==> src/rtl/ser_pkg.sv <==
// Shared types and helpers for the serial nibble collector.
// The collector's optional even-parity frame check is selected with SER_PARITY_EN.
package ser_pkg;

  typedef enum logic {
    FILL = 1'b0,
    HOLD = 1'b1
  } ser_state_t;

  // Bits on the serial line per word: data bits plus an optional parity bit.
  function automatic int frame_len(input int width, input bit parity);
    return parity ? width + 1 : width;
  endfunction

endpackage

==> src/rtl/ser_shift_reg.sv <==
// WIDTH-bit serial-in shift register with enable, synchronous clear and selectable bit order.
// q_next is the value the register takes this edge when neither reset nor clear is active.
module ser_shift_reg #(
  parameter int WIDTH     = 4,
  parameter bit MSB_FIRST = 1'b0
) (
  input  logic             clk,
  input  logic             nrst,
  input  logic             clr,
  input  logic             en,
  input  logic             bit_in,
  output logic [WIDTH-1:0] q,
  output logic [WIDTH-1:0] q_next
);

  logic [WIDTH-1:0] shifted;

  generate
    if (MSB_FIRST) begin : g_msb_first
      assign shifted = {q[WIDTH-2:0], bit_in};
    end else begin : g_lsb_first
      assign shifted = {bit_in, q[WIDTH-1:1]};
    end
  endgenerate

  assign q_next = en ? shifted : q;

  always_ff @(posedge clk) begin
    if (!nrst) begin
      q <= '0;
    end else if (clr) begin
      q <= '0;
    end else begin
      q <= q_next;
    end
  end

endmodule

==> src/rtl/serial_nibble_collector.sv <==
// Collects a serial bit stream into WIDTH-bit words behind a valid/ready output slot.
// Define SER_PARITY_EN to append an even-parity bit to each frame and drop bad frames.
module serial_nibble_collector
  import ser_pkg::*;
#(
  parameter int WIDTH     = 4,
  parameter bit MSB_FIRST = 1'b0
) (
  input  logic             clk,
  input  logic             nrst,
  input  logic             flush,
  input  logic             ser_valid,
  input  logic             ser_bit,
  output logic             ser_ready,
  output logic             out_valid,
  input  logic             out_ready,
  output logic [WIDTH-1:0] out_data
`ifdef SER_PARITY_EN
  ,
  output logic             par_err
`endif
);

`ifdef SER_PARITY_EN
  localparam bit PAR = 1'b1;
`else
  localparam bit PAR = 1'b0;
`endif
  localparam int FRAME = frame_len(WIDTH, PAR);
  localparam int CNT_W = $clog2(FRAME + 1);
  localparam logic [CNT_W-1:0] LAST_CNT = CNT_W'(FRAME - 1);

  ser_state_t       state, state_nxt;
  logic [CNT_W-1:0] bit_cnt;
  logic [WIDTH-1:0] shift_q, shift_next, word, load_word;
  logic             accept, xfer, last_bit, word_ok, load, shift_en;

  assign ser_ready = nrst && (state == FILL);
  assign accept    = ser_valid && ser_ready;
  assign xfer      = out_valid && out_ready;
  assign last_bit  = accept && !flush && (bit_cnt == LAST_CNT);

`ifdef SER_PARITY_EN
  logic par_acc;

  // The parity bit is checked, never shifted, so the register already holds the word.
  assign shift_en = accept && !flush && (bit_cnt != LAST_CNT);
  assign word_ok  = ~(par_acc ^ ser_bit);

  always_ff @(posedge clk) begin
    if (!nrst) begin
      par_acc <= 1'b0;
      par_err <= 1'b0;
    end else begin
      par_err <= last_bit && !word_ok;
      if (flush || last_bit) begin
        par_acc <= 1'b0;
      end else if (accept) begin
        par_acc <= par_acc ^ ser_bit;
      end
    end
  end
`else
  assign shift_en = accept && !flush;
  assign word_ok  = 1'b1;
`endif

  // With the final data bit shifting this cycle, the complete word is the register's next value.
  assign word = shift_next;

  ser_shift_reg #(
    .WIDTH    (WIDTH),
    .MSB_FIRST(MSB_FIRST)
  ) u_shift (
    .clk   (clk),
    .nrst  (nrst),
    .clr   (flush),
    .en    (shift_en),
    .bit_in(ser_bit),
    .q     (shift_q),
    .q_next(shift_next)
  );

  always_ff @(posedge clk) begin
    if (!nrst) begin
      state <= FILL;
    end else begin
      state <= state_nxt;
    end
  end

  always_comb begin
    state_nxt = state;
    load      = 1'b0;
    load_word = word;
    unique case (state)
      FILL: begin
        if (last_bit && word_ok) begin
          if (!out_valid || xfer) begin
            load = 1'b1;
          end else begin
            state_nxt = HOLD;
          end
        end
      end
      HOLD: begin
        if (flush) begin
          state_nxt = FILL;
        end else if (xfer) begin
          load      = 1'b1;
          load_word = shift_q;
          state_nxt = FILL;
        end
      end
      default: ;
    endcase
  end

  always_ff @(posedge clk) begin
    if (!nrst) begin
      bit_cnt <= '0;
    end else if (flush) begin
      bit_cnt <= '0;
    end else if (accept) begin
      bit_cnt <= (bit_cnt == LAST_CNT) ? '0 : bit_cnt + 1'b1;
    end
  end

  always_ff @(posedge clk) begin
    if (!nrst) begin
      out_valid <= 1'b0;
      out_data  <= '0;
    end else if (load) begin
      out_valid <= 1'b1;
      out_data  <= load_word;
    end else if (xfer) begin
      out_valid <= 1'b0;
    end
  end

endmodule
==> config.mk <==
export PLATFORM = sky130hd
export DESIGN_NAME = serial_nibble_collector
export DESIGN_NICKNAME = d
export VERILOG_FILES = /design/src/rtl/ser_pkg.sv /design/src/rtl/ser_shift_reg.sv /design/src/rtl/serial_nibble_collector.sv
export SDC_FILE = /design/constraint.sdc
export NUM_CORES = 1
export LEC_CHECK = 0
export BUFFER_PORTS_ARGS = -buffer_cell sky130_fd_sc_hd__buf_2
export CAP_MARGIN = 10
export CORE_AREA = 4 4 41 43
export DETAILED_ROUTE_END_ITERATION = 8
export DIE_AREA = 0 0 45 47
export MAX_ROUTING_LAYER = met4
export PLACE_DENSITY = 0.69
export SLEW_MARGIN = 5
export SYNTH_ARGS = -nofsm -noshare
export SYNTH_HDL_FRONTEND = slang
export SYNTH_SLANG_ARGS = --single-unit
==> constraint.sdc <==
create_clock -name clk -period 3.27 [get_ports clk]
set_input_delay 0.654 -clock clk [delete_from_list [all_inputs] [get_ports clk]]
set_output_delay 0.654 -clock clk [all_outputs]
set_load 0.005 [all_outputs]
==> impl_metrics.py <==
metrics = {
    "worst_setup_path": {
        "critPathLaunchType": "input pin",
        "crit_type": "input pin to primary output",
        "worst_setup_path_end_kind": "primary output",
        "worst_ep_required_time_ns": 2.62,
        "crit_arrival_ns": 1.15,
        "worst-path-max-fanout": 6,
    },
    "sta": {
        "hold_viol": 0,
        "finalSetupViolCount": 0,
        "tns_ns": 0,
        "finalCritPeriodShare_pct": 55.1,
        "min_period_ns": 1.80,
        "fmax_mhz": 555,
        "finalClockSkew_ns": 0.00273,
        "drv_slew": 0,
        "rsz0062_at_grt": "false",
        "fin_ws_ns": 1.47,
        "slew_headroom_pct": 76.6,
        "worst_pin_slew_ns": 0.347,
    },
    "power": {
        "switching_share_pct": 22.7,
        "power_switching_uw": 63.1,
        "p_seq_share_pct": 57.7,
        "leakage_uw": 0.000259,
        "p_total_uw": 278,
        "p_int_uw": 215,
        "p_per_area_nw_per_um2": 385,
        "ir_worst_vdd_mv": 0.298,
        "clock_power_share_pct": 35.1,
        "combPwrFrac_pct": 7.3,
    },
    "routing": {
        "drt_iter0_drc": 15,
        "drc": 0,
        "drtPass1Iterations": 4,
        "num_vias": 575,
        "via_per_inst": 5.87,
        "routed_wirelength_mm": 1.35,
        "wire_per_inst_um": 13.8,
        "final_antenna_net_count": 0,
    },
    "cells_and_area": {
        "layout.nets": 91,
        "layout_common_cells": "nand2_1 (14), dfxtp_1 (13), buf_2 (11), a21oi_1 (6), a31oi_1 (4)",
        "final_cells": 98,
        "n_antenna_cell": 0,
        "synthToLayoutAreaGrowth_pct": 16.1,
        "final_area_um2": 722,
        "drive_gt1_share_pct": 22.9,
        "layout_commonest_cell": "nand2_1",
    },
    "yosys": {
        "synth.distinct_cells": 27,
        "yosys_warnings": 0,
        "yosysSeqAreaShare_pct": 41.9,
        "synthTopCellsByArea": "dfxtp_1 (42%), nand2_1 (8.5%), a21oi_1 (4.8%)",
        "syn-instance-count": 68,
        "synth_ff_type": "dfxtp_1",
        "yosysTopAreaCell": "dfxtp_1",
        "post_synth.cell_area_avg_um2": 9.14,
        "synth-edff-count": 0,
        "synth_nets": 75,
        "async_reset_ff_share_pct": 0,
        "yosys_register_bits": 13,
        "synth_area_um2": 622,
        "synth.top_cell.area_share_pct": 41.9,
    },
    "placement": {
        "dpl.hpwl_mm": 1.03,
        "dp_cells": 94,
        "placed_area_um2": 696,
        "port_buffers": 11,
        "gp_congestion": 0.775,
        "pre_cts_ws_ns": 1.47,
    },
    "clock_network": {
        "h-tree-depth": 1,
        "cts_tree": "built",
        "clockBufferDepth": 2,
        "cts_setup_buffers": 0,
        "postCtsHoldBufs": 0,
        "cts_buffers": 3,
        "cts-root-buf": "clkbuf_4",
        "clk-insertion-delay-late_ns": 0.27,
        "cts_resized": 0,
        "cts_sinks": 13,
        "cts.reportedPaths.clkPinSlew_ns": 0.07,
    },
    "global_route": {
        "first_global_vias": 518,
        "grt_overflow": 0,
        "grt.total_usage_pct": 15.5,
        "grt_start_max_net_pins": 9,
        "antenna_found_initial": 0,
        "grt_pass1_wl_mm": 2.29,
    },
    "floorplan": {
        "row_count": 13,
        "core-area_um2": 1300,
        "start_util_pct": 47.8,
        "dieArea_um2": 2120,
        "die_h_um": 47,
        "ios": 12,
        "die_x_um": 45,
    },
    "status": {
        "outcome": "finished, final reports clean",
    },
    "job": {
        "maxCapViolCount": 0,
    },
    "min_path": {
        "holdCritPathClass": "flop to flop",
    },
}
## state kept, by name (all words and copies together), names as in the netlist
| signal | cells |
|---|---|
| out_data | 4 |
| state | 1 |
| bit_cnt | 3 |
| u_shift.q | 4 |
| out_valid | 1 |
## cells by family after synthesis
kind of cell / after synthesis / share of synthesized area (%)
flip-flops: 13 / 41.9
AND/OR/NAND/NOR: 34 / 34.0
AO/OA/AOI/OAI: 18 / 20.9
adder cells (fa/ha/maj): 1 / 2.01
buffers and inverters: 2 / 1.21
## layer usage
| layer | vias up | part of all wire, % | GRT usage [%] |
|---|---|---|---|
| li1 | 290 | - | - |
| met1 | 267 | 43 | 16.4 |
| met2 | 16 | 51 | 27.4 |
| met3 | 2 | 5.8 | 5.75 |
| met4 | 0 | 0.74 | 3.51 |
| met5 | - | 0 | - |
## final cells by class
cell class / count / area [um2]
fill: 134 / 579
multi-input combinational: 53 / 354
sequential: 13 / 260
timing repair buffer: 11 / 55.1
clock buffer: 4 / 26.3
tap: 15 / 18.8
inverter: 2 / 7.51
## cells in the mapped netlist, types with 2 or more instances
library cell and instances:
nand2_1 14, dfxtp_1 13, a21oi_1 6, a31oi_1 4, nand2b_1 3, nand4_1 3, o311ai_0 3, inv_1 2
nand3_1 2
## worst max-delay path, cell delays in order
cell and delay, ns:
buf_2 0.13, inv_1 0.17, nor2_1 0.06, buf_2 0.13
## per-stage QoR
stage / hold slack (ns) / util [%]
after floorplan: 0.413 / -
final: 0.444 / 55.5
after detailed placement: 0.438 / 53.5
after CTS: 0.449 / 55.5
after global placement: 0.422 / 53.5
after global routing: 0.462 / 55.5
## power by group through the flow
stage	sequential (uW)	clock, uW	combinational (uW)
final	160	97.5	20.2
after global routing	161	108	22.4
after CTS	160	101	20.1
after detailed placement	164	0	20.0
after global placement	164	0	19.7
after floorplan	164	0	11.3
## final timing paths
check,cells after the start,slack (ns),from,end
max reg2reg,3,1.92,state$_SDFF_PN0_,out_data[3]$_SDFFE_PN0P_
min,2,0.44,bit_cnt[2]$_SDFFE_PP0N_,bit_cnt[2]$_SDFFE_PP0N_
min reg2reg,2,0.44,bit_cnt[2]$_SDFFE_PP0N_,bit_cnt[2]$_SDFFE_PP0N_
max,4,1.47,nrst,ser_ready
(Power assumes the default switching activity.)
